### config.mk
export PLATFORM = sky130hd
export DESIGN_NAME = rng_gen
export DESIGN_NICKNAME = d
export VERILOG_FILES = /design/src/rtl/rng_gen.sv
export SDC_FILE = /design/constraint.sdc
export NUM_CORES = 1
export LEC_CHECK = 0
export ABC_AREA = 0
export CAP_MARGIN = 20
export CORE_ASPECT_RATIO = 1.2
export CORE_UTILIZATION = 45
export DETAILED_ROUTE_END_ITERATION = 8
export PLACE_DENSITY = 0.73
export SYNTH_ARGS = -nofsm -noshare
export SYNTH_HDL_FRONTEND = slang
export SYNTH_SLANG_ARGS = --single-unit
### constraint.sdc
create_clock -name clk -period 6.25 [get_ports clk]
set_input_delay 0.625 -clock clk [delete_from_list [all_inputs] [get_ports clk]]
set_output_delay 0.625 -clock clk [all_outputs]
set_load 0.05 [all_outputs]
### src/rtl/rng_gen.sv
// rng_gen: seedable Fibonacci-style LFSR random source with warm-up,
// free-running or read-driven stepping, and an accepted-read counter.
module rng_gen #(
  parameter int unsigned      WIDTH      = 64,
  parameter int unsigned      SEED_W     = 32,
  parameter logic [WIDTH-1:0] POLY       = WIDTH'(64'hD800_0000_0000_0000),
  parameter int unsigned      WARMUP     = 64,
  parameter logic [WIDTH-1:0] RESET_SEED = WIDTH'(1)
) (
  input  logic              clk,
  input  logic              reset_n,
  input  logic              seed_wr,
  input  logic [SEED_W-1:0] seed,
  input  logic              kick,
  input  logic              free_run,
  input  logic              out_rd,
  output logic [WIDTH-1:0]  out,
  output logic              out_valid,
  output logic              busy,
  output logic [31:0]       draw_cnt
);

  localparam int unsigned CW   = $clog2(WARMUP + 1);
  localparam int unsigned REPS = (WIDTH + SEED_W - 1) / SEED_W;

  typedef enum logic [1:0] {
    IDLE  = 2'd0,
    WARM  = 2'd1,
    READY = 2'd2
  } fsm_t;

  fsm_t          fsm;
  logic [CW-1:0] cnt;

  // One LFSR step: shift left, feedback is parity of the tapped bits
  function automatic logic [WIDTH-1:0] lfsr_step(input logic [WIDTH-1:0] s);
    return {s[WIDTH-2:0], ^(s & POLY)};
  endfunction

  // Seed replicated upward from bit 0, truncated; an all-zero result locks the LFSR so use 1
  function automatic logic [WIDTH-1:0] seed_value(input logic [SEED_W-1:0] s);
    logic [WIDTH-1:0] v;
    v = WIDTH'({REPS{s}});
    if (v == '0) v = WIDTH'(1);
    return v;
  endfunction

  // Control FSM, LFSR state (driven straight onto out), warm-up and draw counters
  always_ff @(posedge clk or negedge reset_n) begin
    if (!reset_n) begin
      out       <= RESET_SEED;
      fsm       <= IDLE;
      cnt       <= '0;
      draw_cnt  <= '0;
      out_valid <= 1'b0;
      busy      <= 1'b0;
    end else if (seed_wr) begin
      out       <= seed_value(seed);
      fsm       <= WARM;
      cnt       <= '0;
      draw_cnt  <= '0;
      out_valid <= 1'b0;
      busy      <= 1'b1;
    end else if (kick) begin
      // IDLE holds the LFSR still, so a kick from IDLE does not step it
      if (fsm != IDLE) out <= lfsr_step(out);
      fsm       <= WARM;
      cnt       <= '0;
      out_valid <= 1'b0;
      busy      <= 1'b1;
    end else begin
      case (fsm)
        IDLE: begin
          out_valid <= 1'b0;
          busy      <= 1'b0;
        end
        WARM: begin
          out <= lfsr_step(out);
          cnt <= cnt + CW'(1);
          if (cnt == CW'(WARMUP - 1)) begin
            fsm       <= READY;
            out_valid <= 1'b1;
            busy      <= 1'b0;
          end
        end
        READY: begin
          if (free_run || out_rd) out <= lfsr_step(out);
          if (out_rd && (draw_cnt != 32'hFFFF_FFFF)) draw_cnt <= draw_cnt + 32'd1;
        end
        default: begin
          fsm       <= IDLE;
          out_valid <= 1'b0;
          busy      <= 1'b0;
        end
      endcase
    end
  end

endmodule

### Word-level counts from Yosys, hierarchy flattened

Index checks and enable logic that the tools add are counted.

| storage, ports and cells | value |
|---|---|
| output and inout bits | 98 |
| logic and storage cells | 58 |
| bits in registers | 107 |
| input port bits | 38 |

| cells by class | value |
|---|---|
| muxes and demuxes | 25 |
| $add $sub $neg | 2 |
| reduce and logical (&&, ||, !) cells | 15 |
| equality and inequality tests | 10 |

Operators with widths:

| cell | count |
|---|---|
| 64-bit two-way mux | 5 |
| 32-bit two-way mux | 4 |
| 64-bit one-hot mux with 2 select lines | 1 |
| 64-bit logical NOT | 1 |
| 64-bit parity | 1 |
| 32-bit by 1-bit adder with 32-bit output (second input constant) | 1 |
| 32-bit inequality test (second input constant) | 1 |
| 7-bit two-way mux | 3 |
| 4-bit inequality test (second input constant) | 2 |
| 7-bit by 1-bit adder with 7-bit output (second input constant) | 1 |
| 7-bit by 6-bit equality test with 1-bit output (second input constant) | 1 |
| 1-bit two-way mux | 6 |
| 2-bit two-way mux | 3 |
| 3-bit AND reduction | 2 |
| 2-bit nonzero test | 3 |
| 1-bit one-hot mux with 2 select lines | 2 |
| 2-bit one-hot mux with 2 select lines | 1 |
| 2-bit AND reduction | 2 |
| 4-bit nonzero test | 1 |
| 3-bit by 1-bit inequality test with 1-bit output (second input constant) | 1 |
| 3-bit by 2-bit inequality test with 1-bit output (second input constant) | 1 |
| 3-bit inequality test (second input constant) | 1 |
| 3-bit nonzero test | 1 |
| 2-bit by 1-bit equality test with 1-bit output (second input constant) | 1 |
| other kinds (6) | 6 |

### Longest topological paths before layout

Gate-level depths: netlist of run 1.

| logic depth | value |
|---|---|
| word-level depth | 6 |
| gate-level depth with buffers | 10 |
| gate-level depth less buffers | 7 |

### Worst setup path after synthesis of run 1

No wires, ideal clock.

| timing | value |
|---|---|
| path kind | flip-flop to flip-flop |
| start point | register draw_cnt[0] |
| end point | register draw_cnt[28] |
| slack | 3.942 ns |
| stages on the path, launching flop included | 8 |
| path buffers | 1 |
| clock period less this slack | 2.308 ns |
| data arrival time | 2.230 ns |
| path through | dfrtp_1 ha_1 and3_1 nand4_4 or4_1 buf_2 or3_1 a21oi_1 |

| between the ends | value |
|---|---|
| cells in the longest elaborated chain, start to end | 5 |

RTL lines:

| item | line | source |
|---|---|---|
| start, declared | 20 | `output logic [31:0] draw_cnt` |
| start signal, assigned | 88 | `if (out_rd && (draw_cnt != 32'hFFFF_FFFF)) draw_cnt <= draw_cnt + 32'd1;` |
| 32-bit by 1-bit adder with 32-bit output | 88 |  |
| 32-bit two-way mux | 88 |  |
| 32-bit two-way mux | 72 | `case (fsm)` |
| 32-bit two-way mux | 64 | `end else if (kick) begin` |
| 32-bit two-way mux | 57 | `end else if (seed_wr) begin` |

Parallel ways exist; a longest one is shown, timed or not. The select of a mux whose other input is x is not followed.
A chain may end at the register's enable or synchronous reset.

### Worst setup path in the final report of run 1

| timing | value |
|---|---|
| start point | register fsm[0] |
| end point | register out[55] |

| between the ends | value |
|---|---|
| cells in the longest elaborated chain, start to end | 4 |

RTL lines:

| item | line | source |
|---|---|---|
| start, declared | 32 | `fsm_t fsm;` |
| start signal, assigned | 52 | `fsm <= IDLE;` |
| start signal, assigned | 59 | `fsm <= WARM;` |
| start signal, assigned | 67 | `fsm <= WARM;` |
| 2-bit equality test or 2-bit by 1-bit equality test with 1-bit output (tied branches) | 72 |  |
| 64-bit one-hot mux with 2 select lines | 72 |  |
| 64-bit two-way mux | 64 |  |
| 64-bit two-way mux | 57 |  |
| end signal, assigned | 58 | `out <= seed_value(seed);` |
| end signal, assigned | 66 | `if (fsm != IDLE) out <= lfsr_step(out);` |
| end signal, assigned | 78 | `out <= lfsr_step(out);` |
| end, declared | 17 | `output logic [WIDTH-1:0] out,` |

Parallel ways exist; a longest one is shown, timed or not.

==> flow_metrics.env, run 1 <==
export IMPL_overflow=0
export IMPL_clkTransAtPathRegs_ps=70
export IMPL_drc=0
export IMPL_synth_seq_area_share_pct=49.5
export IMPL_r2r_end="out[55]"
export IMPL_crit_required_ps=6490
export IMPL_outcome="finished, final reports clean"
export IMPL_totalWireLength_mm=13.9
export IMPL_port_buffers=135
export IMPL_wl_per_cell_um=16.0
export IMPL_p_leak_nw=2.97
export IMPL_vias=4960
export IMPL_drtAntennaViolNets=0
export IMPL_netlist_area_mm2=0.00541
export IMPL_nFillCells=1014
export IMPL_cts_resized=0
export IMPL_path_class="reg -> reg"
export IMPL_cts_buffers=9
export IMPL_via_per_inst=5.71
export IMPL_yosysWarnings=0
export IMPL_synthToLayoutAreaGrowth_pct=32.3
export IMPL_clock_sinks=107
export IMPL_place_area_mm2=0.00685
export IMPL_grt_max_degree=68
export IMPL_clock_fmax_mhz=315
export IMPL_die_w_um=102
export IMPL_vdd_ir_drop_max_mv=0.159
export IMPL_worstSetupStartpointType="flip-flop"
export IMPL_htreeDepth=3
export IMPL_start_util_pct=46.6
export IMPL_worstHoldPathType="in -> async"
export IMPL_fin_worst_skew_ps=8.29
export IMPL_dp_hpwl_mm=9.53
export IMPL_grt_pass1_wl_mm=22.6
export IMPL_core_area_mm2=0.0116
export IMPL_r2r_setup_slack_ps=3080
export IMPL_boundaryPins=136
export IMPL_fin_cells=868
export IMPL_insertion_delay_ps=350
export IMPL_post_cts_setup_buffers=0
export IMPL_p_per_area_mw_per_mm2=247
export IMPL_fin_nets=749
export IMPL_antennaDiodeCount=0
export IMPL_grt_setup_unrepaired="no"
export IMPL_die_area_mm2=0.0125
export IMPL_place_gp_congestion=0.812
export IMPL_crit_fanout=65
export IMPL_reg2reg_from="fsm[0]"
export IMPL_ys_ff_latch=107
export IMPL_dp_cells=851
export IMPL_maxCapViolCount=0
export IMPL_ys_flop_type="dfrtp_1"
export IMPL_tightest_slew_ps=868
export IMPL_syn_avg_cell_area_um2=9.08
export IMPL_worst_r2r_cell_count=9
export IMPL_min_period_ps=3170
export IMPL_worstPathArrival_ps=3410
export IMPL_endpoint="out[55]"
export IMPL_endpoint_kind="flip-flop"
export IMPL_setup_viol=0
export IMPL_cts_tree="built"
export IMPL_async_reset_ff_share_pct=100
export IMPL_ff_latch_area_mm2=0.00268
export IMPL_setup_tns_ps=0
export IMPL_grt_usage_pct=23.0
export IMPL_finalCritPeriodShare_pct=50.8
export IMPL_grt_pass1_vias=4666
export IMPL_finalHoldViolations=0
export IMPL_drtPass1Iterations=4
export IMPL_drive_gt1_share_pct=4.64
export IMPL_antenna_found_initial=0
export IMPL_synth_edf_count=0
export IMPL_synth_distinct_cells=46
export IMPL_hold_ws_ps=240
export IMPL_root_buffer="clkbuf_16"
export IMPL_finalMaxSlewViolations=0
export IMPL_dieHeight_um=122
export IMPL_multiInputGateArea_mm2=0.00254
export IMPL_netlist_instances=596
export IMPL_crit_start="fsm[0]"
export IMPL_ctsHoldBuffers=0
export IMPL_slew_headroom_pct=42.0
export IMPL_clockBufferDepth=2
export IMPL_syn_nets=639
export IMPL_dr_first_iter_drc_count=244
export IMPL_row_count=43
export IMPL_fin_area_mm2=0.00716
[routing by layer]
layer | up-vias | routed length [um] | GRT usage (%) | part of all wire (%)
met3 | 23 | 672 | 3.27 | 4.8
met4 | 0 | 313 | 9.82 | 2.2
met2 | 134 | 6930 | 37.8 | 50
met5 | - | 0 | 0 | 0
met1 | 2438 | 6000 | 30.2 | 43
li1 | 2365 | - | - | -
[registers in the layout, indices dropped and copies added, names as in the netlist]
register   flops
out           64
draw_cnt      32
cnt            7
fsm            2
busy           1
out_valid      1
[cells in the mapped netlist, types with 2 or more instances]
cell	number	share of area, %
a21oi_1	89	8.2
and2_1	2	0.23
and3_1	10	1.2
buf_2	9	0.83
buf_4	3	0.42
clkbuf_1	26	1.8
clkbuf_2	2	0.18
dfrtp_1	106	49
ha_1	5	1.2
inv_1	6	0.42
mux2_1	5	1.0
nand2_1	50	3.5
nand3_1	11	1.0
nand3b_1	2	0.28
nand4_1	16	1.8
nor2_1	84	5.8
nor2b_1	8	0.92
nor3_1	4	0.37
nor4_1	13	1.5
o21ai_0	12	1.1
o21bai_1	63	8.7
o31ai_1	15	2.1
or3_1	11	1.3
or4_1	15	2.1
xnor2_1	5	0.81
xor2_1	4	0.65
[critical path: stages (launching register included)]
cell and delay [ps]:
dfrtp_1 400, inv_1 110, ha_1 310, or3b_1 430
a31oi_4 190, buf_4 550, nand2b_2 520, buf_12 330
nor2_1 120, a21oi_1 50
[kinds of logic after synthesis]
| kind of cell | synth area share, % |
|---|---|
| AND/OR/NAND/NOR | 21.4 |
| AO/OA/AOI/OAI | 21.3 |
| flip-flops | 49.5 |
| buffers and inverters | 3.93 |
| XOR/XNOR | 1.46 |
| multiplexers | 1.22 |
| adder cells (fa/ha/maj) | 1.16 |
[how the worst min path moves through the flow]
stage                       start       to  slack (ps)
after global placement     out[0]   out[0]         490
after CTS                 reset_n  out[53]         250
after detailed placement   out[0]   out[0]         510
final                     reset_n  out[53]         240
after floorplan           reset_n     busy         330
after global routing      reset_n  out[53]         280
[report_power, final]
| group | leakage (nW) | internal (mW) | switching [mW] |
|---|---|---|---|
| logic | 1.48 | 0.143 | 0.268 |
| registers | 1.36 | 0.740 | 0.0453 |
| clock network | 0.135 | 0.312 | 0.258 |
[cell type report]
cell class	instances	share of cell area, %
Clock buffer	10	3.20
Clock inverter	6	0.926
Inverter	6	0.314
Multi-Input combinational cell	441	35.5
Sequential cell	107	37.4
Tap cell	157	2.74
Timing Repair Buffer	141	20.0
[cell usage in the layout (no fill, tap or decap), types with 8 or more instances in the layout]
cell / instances
nor4_1: 13
o21ai_0: 12
clkbuf_16: 9
o31ai_1: 15
a21oi_1: 89
or3_1: 11
and3_1: 10
nor2_1: 84
nor2b_1: 8
or4_1: 15
nand2_1: 50
o21bai_1: 63
dfrtp_1: 106
nand3_1: 11
clkdlybuf4s50_1: 133
nand4_1: 16
[metrics by stage]
| step | worst slack [ps] | power [mW] | utilization (%) |
|---|---|---|---|
| 2_1_floorplan | 3940 | 1.04 | - |
| 5_1_grt | 2870 | 1.83 | 61.6 |
| 3_5_place_dp | 2810 | 1.21 | 59.0 |
| 4_1_cts | 3070 | 1.78 | 61.5 |
| 6_report | 3080 | 1.77 | 61.6 |
| 3_3_place_gp | 2690 | 1.20 | 58.5 |
(Power assumes the default switching activity.)
==> inputs of run 2 (changes only) <==
clock period = 2.97 ns   (was 6.25 ns; I/O delays follow)
==> flow_metrics.env, run 2 (same netlist as run 1, synthesis figures left out) <==
export IMPL_outcome="finished, final reports clean"
export IMPL_drive_gt1_share_pct=5.04
export IMPL_p_sw_mw=1.18
export IMPL_cts_tree="built"
export IMPL_final_cell_mix="clkdlybuf4s50_1 (133), dfrtp_1 (106), a21oi_1 (89)"
export IMPL_dp_hpwl_mm=9.85
export IMPL_p_sw_share_pct=30.8
export IMPL_min_period_ps=2410
export IMPL_start_util_pct=46.6
export IMPL_post_cts_setup_buffers=0
export IMPL_grt_usage_pct=23.8
export IMPL_path_class="reg -> reg"
export IMPL_crit_fanout=10
export IMPL_fin_nets=752
export IMPL_drtAntennaViolNets=0
export IMPL_core_area_mm2=0.0116
export IMPL_via_per_inst=5.70
export IMPL_comb_power_share_pct=22.6
export IMPL_synthToLayoutAreaGrowth_pct=33.0
export IMPL_port_buffers=135
export IMPL_path_delay_family="simple AND/OR/NAND/NOR gates"
export IMPL_setup_tns_ps=0
export IMPL_overflow=0
export IMPL_final_common_cell="clkdlybuf4s50_1"
export IMPL_boundaryPins=136
export IMPL_finalPower_mw=3.85
export IMPL_fin_worst_skew_ps=7.48
export IMPL_setup_viol=0
export IMPL_maxCapViolCount=0
export IMPL_dp_cells=855
export IMPL_row_count=43
export IMPL_die_area_mm2=0.0125
export IMPL_dr_first_iter_drc_count=229
export IMPL_dieHeight_um=122
export IMPL_fin_cells=871
export IMPL_vias=4968
export IMPL_root_buffer="clkbuf_16"
export IMPL_path_cells="inv_1, ha_1, nand3b_1, or4_1, or3_1, a21oi_1"
export IMPL_cts_resized=0
export IMPL_clockBufferDepth=2
export IMPL_clkTransAtPathRegs_ps=70
export IMPL_p_seq_share_pct=42.8
export IMPL_cp_num_buf_inv=1
export IMPL_top_regs="out (64), draw_cnt (32), cnt (7)"
export IMPL_totalWireLength_mm=14.3
export IMPL_clock_fmax_mhz=415
export IMPL_p_per_area_mw_per_mm2=535
export IMPL_grt_pass1_wl_mm=23.2
export IMPL_cts_buffers=9
export IMPL_finalHoldViolations=0
export IMPL_clkPwrFrac_pct=34.6
export IMPL_worstHoldPathType="in -> async"
export IMPL_grt_setup_unrepaired="no"
export IMPL_tightest_slew_ps=876
export IMPL_grt_pass1_vias=4743
export IMPL_die_w_um=102
export IMPL_finalMaxSlewViolations=0
export IMPL_worstPathArrival_ps=2670
export IMPL_largest_register="out"
export IMPL_crit_path_top_delay_cell="or4_1"
export IMPL_endpoint_kind="flip-flop"
export IMPL_slowest_delay_ps=720
export IMPL_worstSetupStartpointType="flip-flop"
export IMPL_antennaDiodeCount=0
export IMPL_clock_sinks=107
export IMPL_p_leak_nw=3.00
export IMPL_htreeDepth=3
export IMPL_insertion_delay_ps=350
export IMPL_internal_power_mw=2.67
export IMPL_place_gp_congestion=0.793
export IMPL_wl_per_cell_um=16.4
export IMPL_finalCritPeriodShare_pct=81.1
export IMPL_vdd_ir_drop_max_mv=0.412
export IMPL_drc=0
export IMPL_antenna_found_initial=0
export IMPL_crit_required_ps=3230
export IMPL_slew_headroom_pct=41.6
export IMPL_largest_reg_flops=64
export IMPL_drtPass1Iterations=4
export IMPL_ctsHoldBuffers=0
export IMPL_grt_max_degree=94
## run 2: worst paths after layout
kind                         start      endpoint  slack [ps]  cells past startpoint
setup / recovery            fsm[0]  draw_cnt[28]         560                      6
hold / removal             reset_n       out[21]           2                      1
setup reg to reg            fsm[0]  draw_cnt[28]         560                      6
hold reg to reg               busy          busy         510                      2
max in group asynchronous  reset_n        out[0]        2170                      2
min in group clk           seed_wr        out[0]         350                      3
## run 2: metrics by stage
stage,util [%],area [um2],setup slack (ps),hold WS (ps)
after CTS,62.0,7200,572,39.4
after global placement,59.0,6860,541,406
final,62.0,7200,562,1.75
after global routing,62.0,7200,386,56.3
after detailed placement,59.0,6860,550,411
after floorplan,-,5410,662,1.41
## run 2: power by group through the flow
stage                     sequential, mW  clock [mW]  combinational [mW]
after global routing                1.66        1.42               0.916
final                               1.65        1.33               0.869
after detailed placement            1.67           0               0.871
after CTS                           1.65        1.36               0.872
after global placement              1.67           0               0.860
after floorplan                     2.00           0               0.187
## run 2: per-layer routing
metal	GRT usage (%)	wire (um)	part of all wire [%]	vias to the layer above
met5	0	0	0	-
met2	40.6	7300	51	158
met1	29.7	5990	42	2446
met4	8.13	254	1.8	0
met3	5.22	765	5.3	17
li1	-	-	-	2347
## run 2: layout make-up
cell class / count / area, um2
Fill cell: 1011 / 4420
Sequential cell: 107 / 2680
Multi-Input combinational cell: 441 / 2540
Timing Repair Buffer: 144 / 1420
Clock buffer: 13 / 270
Tap cell: 157 / 196
Clock inverter: 3 / 68.8
Inverter: 6 / 22.5
